**src/rtl/mem_stall_ctrl.sv**
```systemverilog
// ============================================================================
//  Module   : mem_stall_ctrl
//  Purpose  : MEM-stage data-memory controller; turns MemRead/MemWrite into a
//             req/ack transaction with a slow memory and freezes the pipeline
//             via stall_o until it completes. Optional one-entry last-load
//             buffer enabled by `define LAST_LOAD_HIT_EN.
//  Revision : 1.0 - initial release
// ============================================================================
`default_nettype none

module mem_stall_ctrl #(
   parameter int ADDR_W      = 32,
   parameter int DATA_W      = 32,
   parameter int ACK_TIMEOUT = 64
) (
   input  logic              clk_i,
   input  logic              rst_i,
   input  logic              MemRead_i,
   input  logic              MemWrite_i,
   input  logic [ADDR_W-1:0] addr_i,
   input  logic [DATA_W-1:0] wdata_i,
   output logic [DATA_W-1:0] rdata_o,
   output logic              stall_o,
   output logic              mem_req_o,
   output logic              mem_we_o,
   output logic [ADDR_W-1:0] mem_addr_o,
   output logic [DATA_W-1:0] mem_wdata_o,
   input  logic              mem_ack_i,
   input  logic [DATA_W-1:0] mem_rdata_i,
   output logic              err_o
);

   localparam int CNT_W = (ACK_TIMEOUT > 2) ? $clog2(ACK_TIMEOUT) : 1;

   typedef enum logic [1:0] {
      IDLE = 2'd0,
      REQ  = 2'd1,
      DONE = 2'd2
   } state_t;

   state_t            state_q, state_d;
   logic [CNT_W-1:0]  cnt_q, cnt_d;
   logic              req_q, req_d;
   logic              we_q, we_d;
   logic [ADDR_W-1:0] addr_q, addr_d;
   logic [DATA_W-1:0] wdata_q, wdata_d;
   logic [DATA_W-1:0] rdata_q, rdata_d;
   logic              err_q, err_d;

   logic acc;
   logic hit;
   logic timeout;

   assign acc     = MemRead_i | MemWrite_i;
   assign timeout = (cnt_q == CNT_W'(ACK_TIMEOUT - 1));

`ifdef LAST_LOAD_HIT_EN
   logic              valid_q, valid_d;
   logic [ADDR_W-1:0] tag_q, tag_d;

   // A store counts as a store even with MemRead high, so only pure loads hit.
   assign hit = valid_q & MemRead_i & ~MemWrite_i & (addr_i == tag_q);

   always_comb begin
      valid_d = valid_q;
      tag_d   = tag_q;
      if (state_q == IDLE && MemWrite_i && addr_i == tag_q) begin
         valid_d = 1'b0;
      end
      if (state_q == REQ && !we_q) begin
         if (mem_ack_i) begin
            valid_d = 1'b1;
            tag_d   = addr_q;
         end else if (timeout) begin
            valid_d = 1'b0;
         end
      end
   end

   always_ff @(posedge clk_i or negedge rst_i) begin
      if (!rst_i) begin
         valid_q <= 1'b0;
         tag_q   <= '0;
      end else begin
         valid_q <= valid_d;
         tag_q   <= tag_d;
      end
   end
`else
   assign hit = 1'b0;
`endif

   always_comb begin
      state_d = state_q;
      cnt_d   = cnt_q;
      req_d   = req_q;
      we_d    = we_q;
      addr_d  = addr_q;
      wdata_d = wdata_q;
      rdata_d = rdata_q;
      err_d   = err_q;
      case (state_q)
         IDLE: begin
            if (acc && !hit) begin
               state_d = REQ;
               req_d   = 1'b1;
               we_d    = MemWrite_i;
               addr_d  = addr_i;
               wdata_d = wdata_i;
               cnt_d   = '0;
            end
         end
         REQ: begin
            if (mem_ack_i) begin
               state_d = DONE;
               req_d   = 1'b0;
               if (!we_q) rdata_d = mem_rdata_i;
            end else if (timeout) begin
               state_d = DONE;
               req_d   = 1'b0;
               err_d   = 1'b1;
               if (!we_q) rdata_d = '0;
            end else begin
               cnt_d = cnt_q + 1'b1;
            end
         end
         DONE:    state_d = IDLE;
         default: state_d = IDLE;
      endcase
   end

   always_ff @(posedge clk_i or negedge rst_i) begin
      if (!rst_i) begin
         state_q <= IDLE;
         cnt_q   <= '0;
         req_q   <= 1'b0;
         we_q    <= 1'b0;
         addr_q  <= '0;
         wdata_q <= '0;
         rdata_q <= '0;
         err_q   <= 1'b0;
      end else begin
         state_q <= state_d;
         cnt_q   <= cnt_d;
         req_q   <= req_d;
         we_q    <= we_d;
         addr_q  <= addr_d;
         wdata_q <= wdata_d;
         rdata_q <= rdata_d;
         err_q   <= err_d;
      end
   end

   // Gated by reset so a pending access cannot freeze the pipeline during reset.
   assign stall_o     = rst_i & (((state_q == IDLE) & acc & ~hit) | (state_q == REQ));
   assign mem_req_o   = req_q;
   assign mem_we_o    = we_q;
   assign mem_addr_o  = addr_q;
   assign mem_wdata_o = wdata_q;
   assign rdata_o     = rdata_q;
   assign err_o       = err_q;

endmodule

`default_nettype wire

```
**config.mk**
```make
export PLATFORM = sky130hd
export DESIGN_NAME = mem_stall_ctrl
export DESIGN_NICKNAME = d
export VERILOG_FILES = /design/src/rtl/mem_stall_ctrl.sv
export SDC_FILE = /design/constraint.sdc
export NUM_CORES = 1
export LEC_CHECK = 0
export CORE_MARGIN = 2
export CORE_UTILIZATION = 45
export CTS_BUF_LIST = sky130_fd_sc_hd__clkbuf_4
export CTS_CLUSTER_SIZE = 28
export DETAILED_ROUTE_END_ITERATION = 7
export PLACE_DENSITY = 0.87
export SLEW_MARGIN = 5
export SYNTH_ARGS = -nofsm -noshare
export SYNTH_HDL_FRONTEND = slang
export SYNTH_SLANG_ARGS = --single-unit
export TNS_END_PERCENT = 30
```
**constraint.sdc**
```tcl
create_clock -name clk_i -period 5.2 [get_ports clk_i]
set_clock_uncertainty 0.15 [all_clocks]
set_input_delay 1.04 -clock clk_i [delete_from_list [all_inputs] [get_ports clk_i]]
set_output_delay 1.04 -clock clk_i [all_outputs]
set_load 0.01 [all_outputs]
```
### After elaboration in Yosys (flattened, before gate mapping)

Index checks and enable logic that the tools add are counted.

| word-level totals | value |
|---|---|
| output and inout port bits | 100 |
| bits in registers | 107 |

| operators by class | value |
|---|---|
| muxes and demuxes | 16 |
| reductions and logical operators | 9 |
| $add $sub $neg | 1 |
| bitwise operators | 6 |
| eq/ne operators | 6 |

Operator list:

| cell | number |
|---|---|
| 32-bit two-way mux | 4 |
| 6-bit two-way mux | 3 |
| 6-bit one-hot mux with 2 select lines | 1 |
| 3-bit AND reduction | 3 |
| 6-bit by 1-bit adder with 6-bit output, second input constant | 1 |
| 6-bit equality test, second input constant | 1 |
| 2-bit two-way mux | 3 |
| 2-bit inequality test, second input constant | 3 |
| 2-bit one-hot mux with 2 select lines | 1 |
| 2-bit AND reduction | 2 |
| 4-bit AND reduction | 1 |
| 2-bit nonzero test | 2 |
| 1-bit two-way mux | 3 |
| 3-bit inequality test, second input constant | 1 |
| 1-bit bitwise AND | 2 |
| 2-bit by 1-bit equality test with 1-bit output, second input constant | 1 |
| 2-bit zero test | 1 |
| 1-bit NOT | 2 |
| 1-bit bitwise OR | 2 |
| 1-bit one-hot mux with 2 select lines | 1 |

### Depth between registers and ports, before layout

Gate-level depths: netlist of the first run.

| depth | value |
|---|---|
| word-level depth | 4 |
| depth in mapped cells | 7 |
| depth with buffers taken out | 5 |

### Worst setup path after synthesis of the first run

OpenSTA, ideal clock, no wires.

| path | value |
|---|---|
| path kind | input to output |
| start point | in MemWrite_i |
| end point | out stall_o |
| data arrival time | 1.397 ns |
| data required time | 4.010 ns |
| setup slack | 2.613 ns |
| stages | 2 |
| cells stage by stage | o21ai_0 > a21boi_0 |

| on the way | value |
|---|---|
| cells in the longest elaborated chain, start to end | 4 |

Ends and longest elaborated chain:

| what | RTL line | RTL |
|---|---|---|
| from (decl) | 19 | `input logic MemWrite_i,` |
| 1-bit bitwise OR | 54 | `assign acc = MemRead_i \| MemWrite_i;` |
| 1-bit bitwise AND | 155 | `assign stall_o = rst_i & (((state_q == IDLE) & acc & ~hit) \| (state_q == REQ));` |
| 1-bit bitwise OR | 155 |  |
| 1-bit bitwise AND | 155 |  |
| to (decl) | 23 | `output logic stall_o,` |

Every way passes these cells.

### Worst setup path after layout of the first run

Ends and elaborated chain as after synthesis.

==> metrics.yaml, run 1 <==
outcome:
  status: "finished, final reports clean"
synthesis:
  ys.flop_type: "dfrtp_1"
  yosys.area.top_type: "dfrtp_1"
  ys_top_cells_by_area: "dfrtp_1, mux2_1, a22o_1"
  synth_edf_count: 0
  netlist_instances: 266
  avgSynthCellArea_um2: 15.75
  yosysUniqueCellTypes: 36
  synth_area_um2: 4190
  ys_ff_latch: 107
  yosysWarnings: 0
  synth_fp_nets: 368
  seq_area_frac_synth_pct: 63.90
  async_flop_share_pct: 100.0
  yosysTopAreaCellShare_pct: 63.90
finish:
  drive_gt1_share_pct: 9.208
  n_antenna_cell: 0
  fin_util_pct: 68.57
  final_nets: 564
  fillCellCount: 678
  areaGrowthSynthToFinish_pct: 49.78
  final_design_area_no_fill_um2: 6276
  final_cell_mix: "clkdlybuf4s50_1, dfrtp_1, mux2_1"
  final_common_cell: "clkdlybuf4s50_1"
sta:
  finalHoldViolations: 0
  drv_slew: 0
  grt_setup_unrepaired: "no"
  fin_crit_sh_pct: 69.89
  setup_viol: 0
  whs_ns: 0.3432
  fmax_ghz: 0.2752
  setup_tns_ns: 0
  slew-limit-headroom_pct: 43.42
  period_minus_slack_ns: 3.634
  tightest_slew_ns: 0.8456
run:
  max_cap_violations: 0
pwr:
  p_clk_share_pct: 11.7
  p_int_mw: 2.293
  irDropWorstVdd_uv: 285.1
  comb_power_share_pct: 46.5
  p_leak_nw: 2.694
  power_switching_share_pct: 32.53
  netSwitchingPower_mw: 1.105
  p_seq_share_pct: 41.8
  powerDensity_nw_per_um2: 541.4
setup_path:
  crit_top_cell: "clkdlybuf4s50_1"
  r2r_setup_slack_ns: 2.67
  reg2reg_depth: 4
  critPathKind: "in -> out"
  worstPathCellList: "clkdlybuf4s50_1 -> o21ai_0 -> a21boi_0 -> clkdlybuf4s50_1"
  cp_slowest_cell: "clkdlybuf4s50_1"
  arrival_ns: 2.44
  start_kind: "input port"
  r2r-end: "mem_addr_o[1]"
  slowest_delay_ns: 0.57
  crit-reg2reg-launch: "state_q[0]"
  required_ns: 4.01
  endpoint_kind: "output pin"
  path_max_fanout: 4
clock_network:
  cts_root_buf: "clkbuf_4"
  cts_resized: 0
  cts_inserted_buffers: 9
  cts_tree: "done"
  worstSkewPairLatency_ns: 0.43
  clk_pin_slew_worst_paths_ns: 0.16
  cts.sinks: 107
  ctsHoldBuffers: 0
  cts_setup_buffers: 0
  htreeDepth: 3
  clock_path_buffers: 2
grt:
  grt_usage_pct: 20.66
  grt_max_degree: 61
  antenna_found_initial: 0
  grt_overflow: 0
  grt_pass1_wl_mm: 16.10
  grt_pass1_vias: 3072
hold_path:
  hold_start: "err_o"
  hold_path.class: "reg -> reg"
  min_path_cells: 1
  min_to: "err_o"
routing:
  via_per_inst: 5.163
  first_pass_iters: 4
  wire_per_inst_um: 18.11
  antenna_left: 0
  drt_iter0_drc: 72
  vias: 2984
  route.detailed.drc: 0
  wirelength_mm: 10.47
place:
  dp_hpwl_mm: 7.647
  gp_congestion: 0.7926
  portBuffers: 200
  dpl_cell_area_um2: 6150
floorplanning:
  die_x_um: 100.5
  core_um2: 9153
  die-height_um: 100.5
  ios: 201
  die_area_um2: 10100
  initial_core_util_pct: 45.78
  rows: 35
## layer usage
| layer | vias to the layer above | global-route usage (%) | wire length (um) | share of wire, % |
|---|---|---|---|---|
| li1 | 1367 | - | - | - |
| met1 | 1474 | 25.75 | 4235 | 40 |
| met2 | 130 | 35.31 | 5340 | 51 |
| met3 | 13 | 5.270 | 728 | 7.0 |
| met4 | 0 | 6.849 | 162 | 1.5 |
| met5 | - | 0 | 0 | 0 |
## worst max-delay path by stage
stage               cells after the start       to  slack, ns  startpoint
CTS                                     4  stall_o       1.56  MemWrite_i
global route                            4  stall_o       1.43  MemWrite_i
global placement                        4  stall_o       1.61  MemWrite_i
floorplan                               2  stall_o       2.61  MemWrite_i
finish                                  4  stall_o       1.57  MemWrite_i
detailed placement                      4  stall_o       1.58  MemWrite_i
## registers in the layout, summed over array words and instances, names as in the netlist
signal and count:
state_q 2, mem_wdata_o 32, mem_we_o 1, mem_req_o 1, rdata_o 32, mem_addr_o 32
cnt_q 6, err_o 1
## cell families (layout without fill, tap and decap cells)
| logic type | after synthesis | in the layout | synth area share, % |
|---|---|---|---|
| adders and majority gates | 1 | 1 | 0.2985 |
| DFF | 107 | 107 | 63.90 |
| muxes | 64 | 64 | 17.20 |
| and+or+nand+nor | 23 | 23 | 3.315 |
| buffers and inverters | 17 | 218 | 4.658 |
| AOI/OAI and AO/OA | 54 | 54 | 10.63 |
## power groups by stage
stage          sequential [mW]  combinational, mW  clock [mW]
6_report                  1.42               1.58       0.396
5_1_grt                   1.47               1.68       0.446
4_1_cts                   1.42               1.61       0.408
2_1_floorplan             1.59              0.506           0
3_3_place_gp              1.41               1.56           0
3_5_place_dp              1.44               1.60           0
## through the flow
stage	setup slack, ns	cells	total power, mW
global placement	1.605	562	2.972
finish	1.566	578	3.398
detailed placement	1.575	562	3.041
CTS	1.557	578	3.438
floorplan	2.613	266	2.101
global route	1.434	578	3.601
## cell type report
cell class	instances	area [um2]	area share (%)
Clock inverter	7	58.81	0.9370
Clock buffer	9	67.56	1.077
Sequential cell	107	2678	42.66
Timing Repair Buffer	202	2014	32.10
Tap cell	111	138.9	2.213
Multi-Input combinational cell	142	1319	21.01
## critical path, delay by kind of cell
kind            cells  cell delay [ns]
compound gates      2             0.28
buf+inv             2             1.12
## Yosys cell counts, drive strengths merged (2+ instances only)
cell type / number
nand2: 4
nor3: 3
mux2: 64
a21o: 2
nor2: 6
o21ai: 5
and3: 4
buf: 17
dfrtp: 107
a22o: 33
and2: 2
a21oi: 4
a211o: 2
No activity file was read; power rests on OpenSTA's default activity.
==> run 2: changes to the inputs <==
--- a/config.mk
+++ b/config.mk
@@ -6,11 +6,11 @@
 export NUM_CORES = 1
 export LEC_CHECK = 0
 export CORE_MARGIN = 2
-export CORE_UTILIZATION = 45
+export CORE_UTILIZATION = 38
 export CTS_BUF_LIST = sky130_fd_sc_hd__clkbuf_4
 export CTS_CLUSTER_SIZE = 28
 export DETAILED_ROUTE_END_ITERATION = 7
-export PLACE_DENSITY = 0.87
+export PLACE_DENSITY = 0.79
 export SLEW_MARGIN = 5
 export SYNTH_ARGS = -nofsm -noshare
 export SYNTH_HDL_FRONTEND = slang
==> constraint.sdc (replaced) <==
create_clock -name clk_i -period 3.2 [get_ports clk_i]
set_clock_uncertainty 0.15 [all_clocks]
set_input_delay 0.64 -clock clk_i [delete_from_list [all_inputs] [get_ports clk_i]]
set_output_delay 0.64 -clock clk_i [all_outputs]
set_load 0.01 [all_outputs]
==> run 2 against run 1 <==
Net effect:
- sequential power up 62%
- final cell count rose by 5.4%
- flip-flop and latch count unchanged
- first-iteration DRC count increased by 100%
- clock power grew 110%
- largest power group unchanged
- final area grew 2.0%
- power is 68% higher
- count of clock-buffer cells in the layout unchanged
- core utilization shrank 9.2 points
- via count fell by 0.10%
- global-route usage decreased by 4.1 points
- highest routed layer unchanged
==> metrics.yaml, run 2 (synthesized netlist as in run 1, its figures left out) <==
grt:
  grt_overflow: 0
  grt_max_degree: 66
  grt_usage_pct: 16.55
  grt_pass1_wl_mm: 14.99
  antenna_found_initial: 0
  grt_pass1_vias: 3000
finish:
  final_design_area_no_fill_um2: 6404
  final_nets: 566
  final_cell_mix: "clkdlybuf4s50_1, dfrtp_1, mux2_1"
  fillCellCount: 883
  drive_gt1_share_pct: 9.595
  instances_no_fill: 609
  areaGrowthSynthToFinish_pct: 52.82
  fin_util_pct: 59.33
  final_common_cell: "clkdlybuf4s50_1"
  n_antenna_cell: 0
sta:
  slew-limit-headroom_pct: 44.75
  setup_slack_ns: 0.2073
  period_minus_slack_ns: 2.993
  grt_setup_unrepaired: "no"
  fin_crit_sh_pct: 93.52
  fmax_ghz: 0.3342
  setup_viol: 0
  tightest_slew_ns: 0.8287
  finalHoldViolations: 0
  drv_slew: 0
  whs_ns: 0.1227
  setup_tns_ns: 0
clock_network:
  cts_inserted_buffers: 9
  clock_path_buffers: 2
  ctsHoldBuffers: 0
  cts_root_buf: "clkbuf_4"
  cts_resized: 0
  cts_setup_buffers: 0
  worstSkewPairLatency_ns: 0.43
  clk_pin_slew_worst_paths_ns: 0.16
  cts_tree: "done"
  htreeDepth: 3
  cts.sinks: 107
floorplanning:
  initial_core_util_pct: 38.82
  ios: 201
  die_area_um2: 11880
  die-height_um: 109.0
  die_x_um: 109.0
  rows: 38
  core_um2: 10790
place:
  portBuffers: 200
  dp_hpwl_mm: 7.404
  dpl_cell_area_um2: 6213
  dp.cells: 593
  dp_slack_ns: 0.3501
  gp_congestion: 0.7548
setup_path:
  path_buf_inv: 1
  worstPathCellList: "nand2b_1 -> a21boi_0 -> clkdlybuf4s50_1"
  r2r_setup_slack_ns: 1.02
  cp_slowest_cell: "dfrtp_1"
  slowest_delay_ns: 0.59
  critPathKind: "reg -> out"
  path_max_fanout: 11
  crit-reg2reg-launch: "state_q[0]"
  endpoint_kind: "output pin"
  start_kind: "flop"
  r2r-end: "mem_wdata_o[25]"
  cpLargestDelayFamily: "flip-flops"
  reg2reg_depth: 4
  arrival_ns: 2.20
  required_ns: 2.41
routing:
  route.detailed.drc: 0
  wirelength_mm: 10.06
  wire_per_inst_um: 16.51
  antenna_left: 0
  drt_iter0_drc: 145
  vias: 2981
  via_per_inst: 4.895
  first_pass_iters: 4
pwr:
  power_mw: 5.702
  irDropWorstVdd_uv: 438.9
  powerDensity_nw_per_um2: 890.4
  p_leak_nw: 2.731
outcome:
  status: "finished, final reports clean"
hold_path:
  hold_path.class: "in -> async"
run:
  max_cap_violations: 0
==> run 2: where the power goes <==
group          switching, mW  leakage [nW]  internal (mW)
sequential             0.333          1.29           1.96
clock                  0.444        0.0932          0.401
combinational          0.963          1.35           1.60
==> run 2: worst reg2reg max path, delay by kind of cell (launching register included) <==
kind	cells	cell delay, ns
buffers and inverters	1	0.33
multiplexers	1	0.42
flip-flops	1	0.54
AND/OR/NAND/NOR	1	0.22
AO/OA/AOI/OAI	1	0.42
==> run 2: worst max path at each step <==
stage	from	endpoint	slack (ns)	cells after the start
2_1_floorplan	state_q[0]	stall_o	1.37	4
3_3_place_gp	MemWrite_i	stall_o	0.41	4
3_5_place_dp	MemWrite_i	stall_o	0.35	4
4_1_cts	state_q[0]	stall_o	0.15	3
5_1_grt	state_q[0]	stall_o	0.05	3
6_report	state_q[0]	stall_o	0.21	3
==> run 2: per-layer routing <==
metal	part of all wire, %	track usage [%]	up-vias
met3	7.9	4.842	15
li1	-	-	1375
met5	0	0	-
met2	47	27.68	123
met4	1.9	5.861	0
met1	43	20.37	1468
==> run 2: layout make-up <==
class                      instances  area, um2  area share (%)
clock buffer                       9      67.56           1.055
timing repair buffer             204       2042           31.89
clock inverter                     7      122.6           1.915
tap                              140      175.2           2.735
sequential                       107       2678           41.81
multi-input combinational        142       1319           20.59
